--- src/rtl/collective_pkg.sv ---
// Shared definitions for the collective router injection path: opcodes, flit
// layout, lane indices and the scheduler state encoding.
package collective_pkg;

    localparam int FLIT_W    = 84;
    localparam int NUM_LANES = 5;
    localparam int NUM_DIRS  = 4;

    localparam int W_TYPE = 3;
    localparam int W_NODE = 9;
    localparam int W_CTX  = 8;
    localparam int W_SEQ  = 8;
    localparam int W_OP   = 4;
    localparam int W_DATA = 32;

    // Lane order matches the inj_stall bit order.
    localparam int LANE_XPOS = 0;
    localparam int LANE_YPOS = 1;
    localparam int LANE_XNEG = 2;
    localparam int LANE_YNEG = 3;
    localparam int LANE_RME  = 4;

    localparam logic [W_OP-1:0] OP_SCAN            = 4'b0011;
    localparam logic [W_OP-1:0] OP_EXSCAN          = 4'b0100;
    localparam logic [W_OP-1:0] OP_BARRIER         = 4'b0101;
    localparam logic [W_OP-1:0] OP_BCAST           = 4'b0110;
    localparam logic [W_OP-1:0] OP_GATHER          = 4'b0111;
    localparam logic [W_OP-1:0] OP_SCATTER         = 4'b1000;
    localparam logic [W_OP-1:0] OP_ALLTOALL        = 4'b1001;
    localparam logic [W_OP-1:0] OP_ALLGATHER       = 4'b1010;
    localparam logic [W_OP-1:0] OP_REDUCE_SCATTER  = 4'b1011;
    localparam logic [W_OP-1:0] OP_REDUCE          = 4'b1100;
    localparam logic [W_OP-1:0] OP_REDUCE_LOCAL    = 4'b1101;
    localparam logic [W_OP-1:0] OP_ALLREDUCE       = 4'b1110;
    localparam logic [W_OP-1:0] OP_LARGE_ALLREDUCE = 4'b1111;

    localparam logic [W_TYPE-1:0] FT_DIR = 3'b001;
    localparam logic [W_TYPE-1:0] FT_RED = 3'b011;
    localparam logic [W_TYPE-1:0] FT_RME = 3'b101;

    // Field order is MSB first: type at [83:81] down to data at [31:0].
    typedef struct packed {
        logic [W_TYPE-1:0] ftype;
        logic [W_NODE-1:0] dst;
        logic [W_NODE-1:0] src;
        logic [W_NODE-1:0] rank;
        logic [W_CTX-1:0]  ctx;
        logic [W_SEQ-1:0]  seq;
        logic [1:0]        rsvd;
        logic [W_OP-1:0]   op;
        logic [W_DATA-1:0] data;
    } flit_t;

    typedef enum logic [1:0] {
        S_IDLE,
        S_ISSUE,
        S_DONE,
        S_GAP
    } sched_state_e;

    function automatic logic is_reduce_class(input logic [W_OP-1:0] op);
        return op[3:2] == 2'b11;
    endfunction

endpackage

--- src/rtl/collective_flit_pack.sv ---
// Combinational flit builder; one instance per injection lane.
module collective_flit_pack
    import collective_pkg::*;
(
    input  logic [W_TYPE-1:0] ftype_i,
    input  logic [W_NODE-1:0] dst_i,
    input  logic [W_NODE-1:0] src_i,
    input  logic [W_NODE-1:0] rank_i,
    input  logic [W_CTX-1:0]  ctx_i,
    input  logic [W_SEQ-1:0]  seq_i,
    input  logic [W_OP-1:0]   op_i,
    input  logic [W_DATA-1:0] data_i,
    output logic [FLIT_W-1:0] flit_o
);

    flit_t flit;

    always_comb begin
        flit.ftype = ftype_i;
        flit.dst   = dst_i;
        flit.src   = src_i;
        flit.rank  = rank_i;
        flit.ctx   = ctx_i;
        flit.seq   = seq_i;
        flit.rsvd  = 2'b00;
        flit.op    = op_i;
        flit.data  = data_i;
    end

    assign flit_o = flit;

endmodule

--- src/rtl/collective_inject_sched.sv ---
// Per-node collective injection scheduler: takes one host command, pulses flits
// onto the four directional ports and reduce_me, retrying stalled lanes until done or timeout.
module collective_inject_sched
    import collective_pkg::*;
#(
    parameter logic [8:0] NODE_ID     = 9'd0,
    parameter logic [8:0] LOCAL_RANK  = 9'd0,
    parameter logic [7:0] CONTEXT_ID  = 8'd0,
    parameter int         STALL_LIMIT = 16,
    parameter int         INJ_GAP     = 1
) (
    input  logic              clk,
    input  logic              rst,
    input  logic              cmd_valid,
    output logic              cmd_ready,
    input  logic [3:0]        cmd_op,
    input  logic [7:0]        cmd_seq,
    input  logic [31:0]       cmd_data,
    input  logic [3:0]        cmd_dir_en,
    input  logic [8:0]        cmd_dst_xpos,
    input  logic [8:0]        cmd_dst_ypos,
    input  logic [8:0]        cmd_dst_xneg,
    input  logic [8:0]        cmd_dst_yneg,
    input  logic [4:0]        inj_stall,
    output logic [83:0]       in_xpos_inject,
    output logic [83:0]       in_ypos_inject,
    output logic [83:0]       in_xneg_inject,
    output logic [83:0]       in_yneg_inject,
    output logic [83:0]       reduce_me,
    output logic              busy,
    output logic              done,
    output logic              err
);

    localparam int TW = (STALL_LIMIT < 2) ? 1 : $clog2(STALL_LIMIT + 1);
    localparam int GW = (INJ_GAP < 2) ? 1 : $clog2(INJ_GAP);

    sched_state_e                          state_q, state_d;
    logic [NUM_LANES-1:0]                  rem_q, rem_d;
    logic [TW-1:0]                         tmo_q, tmo_d;
    logic [GW-1:0]                         gap_q, gap_d;
    logic                                  errf_q, errf_d;
    logic [NUM_LANES-1:0][FLIT_W-1:0]      out_q, out_d;
    logic                                  done_q, done_d;
    logic                                  err_q, err_d;

    logic [W_OP-1:0]                       op_q;
    logic [W_SEQ-1:0]                      seq_q;
    logic [W_DATA-1:0]                     data_q;
    logic [NUM_DIRS-1:0][W_NODE-1:0]       dst_q;

    logic [NUM_LANES-1:0][W_TYPE-1:0]      lane_type;
    logic [NUM_LANES-1:0][W_NODE-1:0]      lane_dst;
    logic [NUM_LANES-1:0][FLIT_W-1:0]      lane_flit;
    logic                                  accept;

    assign cmd_ready = (state_q == S_IDLE) && !rst;
    assign accept    = cmd_valid && cmd_ready;
    assign busy      = (state_q != S_IDLE);

    // y-axis flits carry the reduce type so downstream routers combine them.
    always_comb begin
        for (int i = 0; i < NUM_DIRS; i++) begin
            lane_dst[i]  = dst_q[i];
            lane_type[i] = (i[0] && is_reduce_class(op_q)) ? FT_RED : FT_DIR;
        end
        lane_dst[LANE_RME]  = NODE_ID;
        lane_type[LANE_RME] = FT_RME;
    end

    for (genvar g = 0; g < NUM_LANES; g++) begin : g_lane
        collective_flit_pack u_pack (
            .ftype_i (lane_type[g]),
            .dst_i   (lane_dst[g]),
            .src_i   (NODE_ID),
            .rank_i  (LOCAL_RANK),
            .ctx_i   (CONTEXT_ID),
            .seq_i   (seq_q),
            .op_i    (op_q),
            .data_i  (data_q),
            .flit_o  (lane_flit[g])
        );
    end

    always_comb begin
        state_d = state_q;
        rem_d   = rem_q;
        tmo_d   = tmo_q;
        gap_d   = gap_q;
        errf_d  = errf_q;
        out_d   = '0;
        done_d  = 1'b0;
        err_d   = 1'b0;
        unique case (state_q)
            S_IDLE: begin
                if (accept) begin
                    tmo_d  = '0;
                    errf_d = 1'b0;
                    rem_d  = {is_reduce_class(cmd_op), cmd_dir_en};
                    if (cmd_op < OP_SCAN) begin
                        rem_d   = '0;
                        errf_d  = 1'b1;
                        state_d = S_DONE;
                    end else if ({is_reduce_class(cmd_op), cmd_dir_en} == '0) begin
                        state_d = S_DONE;
                    end else begin
                        state_d = S_ISSUE;
                    end
                end
            end
            S_ISSUE: begin
                for (int i = 0; i < NUM_LANES; i++) begin
                    if (rem_q[i] && !inj_stall[i]) out_d[i] = lane_flit[i];
                end
                rem_d = rem_q & inj_stall;
                // Completion wins over timeout when the last lane fires on the limit cycle.
                if (rem_d == '0) begin
                    state_d = S_DONE;
                end else if (tmo_q == TW'(STALL_LIMIT - 1)) begin
                    rem_d   = '0;
                    errf_d  = 1'b1;
                    state_d = S_DONE;
                end else begin
                    tmo_d = tmo_q + 1'b1;
                end
            end
            S_DONE: begin
                done_d  = 1'b1;
                err_d   = errf_q;
                gap_d   = '0;
                state_d = (INJ_GAP > 0) ? S_GAP : S_IDLE;
            end
            S_GAP: begin
                if (gap_q == GW'(INJ_GAP - 1)) state_d = S_IDLE;
                else                            gap_d   = gap_q + 1'b1;
            end
            default: state_d = S_IDLE;
        endcase
    end

    always_ff @(posedge clk) begin
        if (rst) begin
            state_q <= S_IDLE;
            rem_q   <= '0;
            tmo_q   <= '0;
            gap_q   <= '0;
            errf_q  <= 1'b0;
            out_q   <= '0;
            done_q  <= 1'b0;
            err_q   <= 1'b0;
            op_q    <= '0;
            seq_q   <= '0;
            data_q  <= '0;
            dst_q   <= '0;
        end else begin
            state_q <= state_d;
            rem_q   <= rem_d;
            tmo_q   <= tmo_d;
            gap_q   <= gap_d;
            errf_q  <= errf_d;
            out_q   <= out_d;
            done_q  <= done_d;
            err_q   <= err_d;
            if (accept) begin
                op_q   <= cmd_op;
                seq_q  <= cmd_seq;
                data_q <= cmd_data;
                dst_q  <= {cmd_dst_yneg, cmd_dst_xneg, cmd_dst_ypos, cmd_dst_xpos};
            end
        end
    end

    assign in_xpos_inject = out_q[LANE_XPOS];
    assign in_ypos_inject = out_q[LANE_YPOS];
    assign in_xneg_inject = out_q[LANE_XNEG];
    assign in_yneg_inject = out_q[LANE_YNEG];
    assign reduce_me      = out_q[LANE_RME];
    assign done           = done_q;
    assign err            = err_q;

endmodule

--- config.mk ---
export PLATFORM = sky130hd
export DESIGN_NAME = collective_inject_sched
export DESIGN_NICKNAME = d
export VERILOG_FILES = /design/src/rtl/collective_pkg.sv /design/src/rtl/collective_flit_pack.sv /design/src/rtl/collective_inject_sched.sv
export SDC_FILE = /design/constraint.sdc
export NUM_CORES = 1
export LEC_CHECK = 0
export ABC_AREA = 1
export CAP_MARGIN = 0
export CORE_ASPECT_RATIO = 1.4
export CORE_MARGIN = 4
export CORE_UTILIZATION = 44
export CTS_CLUSTER_SIZE = 8
export DETAILED_ROUTE_END_ITERATION = 8
export PLACE_DENSITY = 0.78
export SLEW_MARGIN = 20
export SYNTH_ARGS = -nofsm -noshare
export SYNTH_HDL_FRONTEND = slang
export SYNTH_HIERARCHICAL = 1
export SYNTH_SLANG_ARGS = --single-unit
--- constraint.sdc ---
create_clock -name clk -period 1.5 [get_ports clk]
set_input_delay 0.3 -clock clk [delete_from_list [all_inputs] [get_ports clk]]
set_output_delay 0.3 -clock clk [all_outputs]
set_load 0.03 [all_outputs]
# [After elaboration in Yosys (flattened, before gate mapping)]
# Index checks and enable logic that the tools add are counted.
[op_classes] addsub=2 n_mul=0 n_div=0 n_lt_le_gt_ge=1 n_eq_ne=12 shift=0 n_mux=28 bitwise_logic=8 n_reduce_logical=30
[op_table] cell="2-to-1 mux 82 bit" n=2
[op_table] cell="2-to-1 mux 84 bit" n=1
[op_table] cell="2-to-1 mux 5 bit" n=7
[op_table] cell="one-hot mux 5 bit (2 select lines)" n=2
[op_table] cell="OR reduction 3 bit" n=5
[op_table] cell="2-to-1 mux 2 bit" n=7
[op_table] cell="zero test 5 bit" n=2
[op_table] cell="inequality test 2 bit, second input constant" n=5
[op_table] cell="equality test 2 bit, second input constant" n=4
[op_table] cell="one-hot mux 2 bit (4 select lines)" n=1
[op_table] cell="AND reduction 4 bit" n=2
[op_table] cell="logical AND 1 bit" n=7
[op_table] cell="NOT 1 bit" n=7
[op_table] cell="zero test 1 bit" n=6
[op_table] cell="2-to-1 mux 1 bit" n=6
[op_table] cell="nonzero test 2 bit" n=3
[op_table] cell="adder 5 x 1 -> 5 bit, second input constant" n=1
[op_table] cell="bitwise AND 5 bit" n=1
[op_table] cell="equality test 5 x 4 -> 1 bit, second input constant" n=1
[op_table] cell="< comparator 4 x 2 -> 1 bit, second input constant" n=1
[op_table] cell="one-hot mux 1 bit (2 select lines)" n=2
[op_table] cell="OR reduction 2 bit" n=2
[op_table] cell="inequality test 3 bit, second input constant" n=1
[op_table] cell="AND reduction 3 bit" n=1
[op_table] cell="4 further kinds" n=4
[word_totals] reg_bits=516 latchBits=0 ram_bits=0 romBits=0 input_bits=92 output_inout_bits=424 wordCells=105 memories=0

# [Depth between registers and ports, before layout]
[logic_depth] word_depth=6 mapped_depth=11 mapped_depth_nobuf=11

# [Cells and area by module]
# Netlist, hierarchy kept.
[by_module_without_submodules] mod="collective_inject_sched" instances=1 cells_each=1807 area_each_um2=15733.8 seq_area_each_um2=10309.9
[by_module_without_submodules] mod="collective_flit_pack" instances=5 cells_each=85 area_each_um2=634.4 seq_area_each_um2=0.0

# [Worst setup path before layout]
# OpenSTA, ideal clock, no wires.
[synth_timing] kind="register to register" startpoint="register state_q[0]" endpoint="register tmo_q[4]" setup_time_ns=0.116 arrival_ns=1.495 required_ns=1.384 slack_ns=-0.111 path_stages_with_launch=9 n_path_buf=0 synth_period_minus_slack_ns=1.611 path_cell_list="dfxtp_1 -> inv_1 -> ha_1 -> inv_1 -> nand2_2 -> a21boi_4 -> nand2_2 -> o21ai_0 -> nor2_1"
[synth_between] elab_chain_len=5 word_cells_on_any_way=10 cone_classes="eq/ne: 4; mux: 1; reduce/logical: 5"
[synth_lines] element="from (decl)" line="collective_inject_sched.sv:38" source="sched_state_e state_q, state_d;"
[synth_lines] element="from (signal assigned)" line="collective_inject_sched.sv:156" source="state_q <= state_d;"
[synth_lines] element="zero test 2 bit" line="collective_inject_sched.sv:57, collective_inject_sched.sv:94"
[synth_lines] element="logical AND 1 bit" line="collective_inject_sched.sv:57" source="assign cmd_ready = (state_q == S_IDLE) && !rst;"
[synth_lines] element="logical AND 1 bit" line="collective_inject_sched.sv:58" source="assign accept = cmd_valid && cmd_ready;"
[synth_lines] element="inequality test 2 bit (no line)"
[synth_lines] element="AND reduction 4 bit (no line)"
[synth_lines] element="to (signal assigned)" line="collective_inject_sched.sv:158" source="tmo_q <= tmo_d;"
[synth_lines] element="to (decl)" line="collective_inject_sched.sv:40" source="logic [TW-1:0] tmo_q, tmo_d;"
# Several ways; a longest one is shown, not always the timed one.
# A chain may end at the register's enable or synchronous reset.

# [Worst setup path in the final report]
[layout_timing] startpoint="register state_q[0]" endpoint="output port cmd_ready"
[layout_between] elab_chain_len=2
[layout_lines] element="zero test 2 bit" line="collective_inject_sched.sv:57"
[layout_lines] element="logical AND 1 bit" line="collective_inject_sched.sv:57"
[layout_lines] element="to (decl)" line="collective_inject_sched.sv:15" source="output logic cmd_ready,"
# No other way between the ends.

==> insert_results.sql <==
INSERT INTO impl_metrics (metric_group, metric, value, unit) VALUES
('pwr', 'ir_drop', '1.06', 'mV'),
('floorplan', 'horizontal_die_dimension', '183', 'um'),
('floorplan', 'row_cnt', '89', ''),
('job', 'drv_cap', '0', ''),
('timing', 'number_of_hold_violations_in_the_final_report', '0', ''),
('worst_setup_path', 'start_kind', 'register', ''),
('floorplan', 'io_pins', '516', ''),
('worst_setup_path', 'reg2reg_slack', '-110', 'ps'),
('worst_setup_path', 'worst_ep_required_time', '1200', 'ps'),
('timing', 'total_negative_slack_for_setup_checks', '-1220', 'ps'),
('timing', 'timing.final.setup_violations', '42', ''),
('clock_network', 'worstSkewPairLatency', '580', 'ps'),
('clock_network', 'cts_max_level', '3', ''),
('global_route', 'number_of_global_route_vias_before_repair', '13244', ''),
('outcome', 'violations', 'setup timing', ''),
('global_route', 'grt_first_pass_wirelength', '73100', 'um'),
('worst_setup_path', 'path_max_fanout', '3', ''),
('outcome', 'outcome', 'complete, but fails checks', ''),
('timing', 'timing_limited_maximum_frequency', '592', 'MHz'),
('synth', 'synth-compound-area-share', '0.662', '%'),
('global_route', 'gr-usage-all-layers', '20.1', '%'),
('placement', 'placement.io_buffers', '515', ''),
('timing', 'layout_worst_path_cycle_share', '113', '%'),
('route', 'wl', '49200', 'um'),
('route', 'drt_iter0_markers', '517', ''),
('finish', 'share_of_layout_cells_above_drive_strength_1', '26.2', '%'),
('pwr', 'p_leak', '0.0109', 'uW'),
('clock_network', 'cts.clk_slew.worst_paths', '50', 'ps'),
('placement', 'postPlaceCellArea', '0.0224', 'sq mm'),
('finish', 'multiInputGateArea', '0.00413', 'sq mm'),
('finish', 'area_growth', '20.3', '%'),
('timing', 'maxSlewViolCount', '0', ''),
('worst_setup_path', 'cp-endpoint', 'cmd_ready', ''),
('worst_hold_path', 'hold_path_class', 'input pin to register', ''),
('route', 'antenna_left', '0', ''),
('global_route', 'antenna_violations_before_repair', '1', ''),
('finish', 'final_cells', '3100', ''),
('clock_network', 'cts.sink_count', '515', ''),
('placement', 'placed_cells', '3003', ''),
('floorplan', 'core_region_area', '0.0423', 'sq mm'),
('synth', 'main_combinational_cell_family_by_area_after_synthesis', 'buffers and inverters', ''),
('synth', 'yosys_warnings', '6', ''),
('synth', 'synth_adder_area_share', '0.397', '%'),
('global_route', 'grt_start_max_net_pins', '52', ''),
('worst_setup_path', 'worstPathCellList', 'inv_2, ha_4, inv_6, nor2_4, buf_6', ''),
('floorplan', 'die-area', '0.0464', 'sq mm'),
('finish', 'finish.instance_area', '0.0227', 'sq mm'),
('placement', 'place_congestion', '0.833', ''),
('finish', 'final_cell_mix', '511 x sky130_fd_sc_hd__dfxtp_1, 431 x sky130_fd_sc_hd__inv_1, 397 x sky130_fd_sc_hd__buf_2', ''),
('clock_network', 'cts_tree', 'done', ''),
('global_route', 'grt_remaining_overflow', '0', ''),
('synth', 'synth_area', '0.0189', 'sq mm'),
('synth', 'synth.mux.area_fraction', '0', '%'),
('synth', 'yosysUniqueCellTypes', '27', ''),
('finish', 'seqCellArea', '0.0103', 'sq mm'),
('clock_network', 'cts.path.max_buffers', '3', ''),
('finish', 'layout_commonest_cell', 'sky130_fd_sc_hd__dfxtp_1', ''),
('route', 'detailedRoute.firstPassIterationCount', '5', ''),
('floorplan', 'dieHeight', '253', 'um'),
('timing', 'setup_ws', '-189', 'ps'),
('placement', 'place.detailed.hpwl', '34400', 'um'),
('timing', 'final.hold.worst_slack', '273', 'ps'),
('synth', 'syn_area_per_cell', '8.47', 'sq um'),
('synth', 'ys_ff_latch', '515', ''),
('finish', 'nets', '2643', ''),
('worst_setup_path', 'crit_start', 'state_q[0]$_SDFFE_PP0P_', ''),
('pwr', 'cellPowerDensity', '1500', 'mW/mm^2'),
('worst_setup_path', 'worst_ep_arrival_time', '1390', 'ps'),
('clock_network', 'holdBufCountCts', '0', ''),
('timing', 'min_period', '1690', 'ps'),
('route', 'routedWlPerCell', '15.9', 'um');
## layer usage
layer / vias to the layer above / global-route usage [%] / part of all wire (%)
met5: - / 0 / 0
met4: 0 / 9.97 / 4.7
met3: 137 / 5.75 / 8.0
met2: 530 / 37.4 / 52
met1: 5972 / 20.3 / 35
li1: 6404 / - / -
## flip-flops by register name (all words and copies together), names as in the netlist, 2 cells and up
name and cells:
in_yneg_inject 84, dst_q 36, in_xneg_inject 84, rem_q 5, state_q 2, data_q 32, tmo_q 5, seq_q 8
reduce_me 84, op_q 4, in_xpos_inject 84, in_ypos_inject 84
## report_power, final
group	switching [uW]	internal [uW]
Clock	5730	8880
Combinational	2670	1770
Sequential	692	14400
Total	9090	25000
## critical path: cells and delay by family, from the launching register on
kind                       cells  cell delay [ps]
adders and majority gates      1              160
buffers and inverters          3              250
DFF                            1              330
and+or+nand+nor                1               80
## timing repair
action | in CTS | in global routing
pin swaps | 14 | 12
setup buffers | 8 | 3
gates cloned | 0 | 2
gates resized for setup | 1982 | 124
setup endpoints to repair | 556 | 306
## synth_stat cells
cell type	instances	share of area (%)
sky130_fd_sc_hd__dfxtp_1	515	55
sky130_fd_sc_hd__inv_1	437	8.7
sky130_fd_sc_hd__buf_4	422	17
sky130_fd_sc_hd__nor2_1	380	7.5
sky130_fd_sc_hd__nand2_1	199	4.0
sky130_fd_sc_hd__nand3_1	98	2.6
sky130_fd_sc_hd__nor2_2	60	2.0
sky130_fd_sc_hd__buf_2	54	1.4
sky130_fd_sc_hd__buf_6	10	0.60
sky130_fd_sc_hd__clkbuf_1	9	0.18
sky130_fd_sc_hd__a21oi_1	8	0.21
sky130_fd_sc_hd__conb_1	7	0.14
sky130_fd_sc_hd__ha_1	6	0.40
sky130_fd_sc_hd__o21ai_0	5	0.13
sky130_fd_sc_hd__a31oi_1	3	0.099
sky130_fd_sc_hd__inv_2	3	0.060
sky130_fd_sc_hd__nand4_1	3	0.099
sky130_fd_sc_hd__nand2_2	2	0.066
sky130_fd_sc_hd__nor3_1	2	0.053
sky130_fd_sc_hd__o211ai_1	2	0.079
sky130_fd_sc_hd__a21boi_4	1	0.099
sky130_fd_sc_hd__inv_4	1	0.033
sky130_fd_sc_hd__nand3_2	1	0.053
sky130_fd_sc_hd__nand3_4	1	0.093
sky130_fd_sc_hd__nand3b_1	1	0.040
sky130_fd_sc_hd__nor2_4	1	0.060
sky130_fd_sc_hd__o21bai_1	1	0.040
## area by class of cell
type	instances	share of cell area, %
Antenna cell	1	0.0110
Multi-Input combinational cell	936	18.1
Tap cell	546	3.00
Timing Repair Buffer	577	17.3
Sequential cell	515	45.3
Inverter	441	7.36
Clock inverter	7	0.539
Clock buffer	77	8.28
## cell families after synthesis
logic type                 after synthesis
and+or+nand+nor                        748
other                                    7
AOI/OAI and AO/OA                       20
buffers and inverters                  936
DFF                                    515
adders and majority gates                6
## worst min path at each step
stage / from / slack (ps) / endpoint / cells after the start
after floorplan: cmd_dst_xpos[0] / 410 / dst_q[0]$_SDFFE_PP0P_ / 2
after global placement: dst_q[25]$_SDFFE_PP0P_ / 410 / in_xneg_inject[79]$_SDFF_PP0_ / 2
after detailed placement: dst_q[26]$_SDFFE_PP0P_ / 420 / in_xneg_inject[80]$_SDFF_PP0_ / 2
after CTS: cmd_dst_yneg[5] / 240 / dst_q[32]$_SDFFE_PP0P_ / 3
after global routing: cmd_data[8] / 260 / data_q[8]$_SDFFE_PP0P_ / 3
final: cmd_dst_yneg[5] / 270 / dst_q[32]$_SDFFE_PP0P_ / 3
## through the flow
step | power, uW | utilization [%] | setup slack [ps]
CTS | 34100 | 54.1 | -241
floorplan | 19600 | - | 2.86
finish | 34100 | 53.8 | -189
global placement | 19000 | 52.9 | -213
global route | 35600 | 53.8 | -263
detailed placement | 19200 | 52.9 | -319
Note: power is estimated with default switching activity, not from simulation.
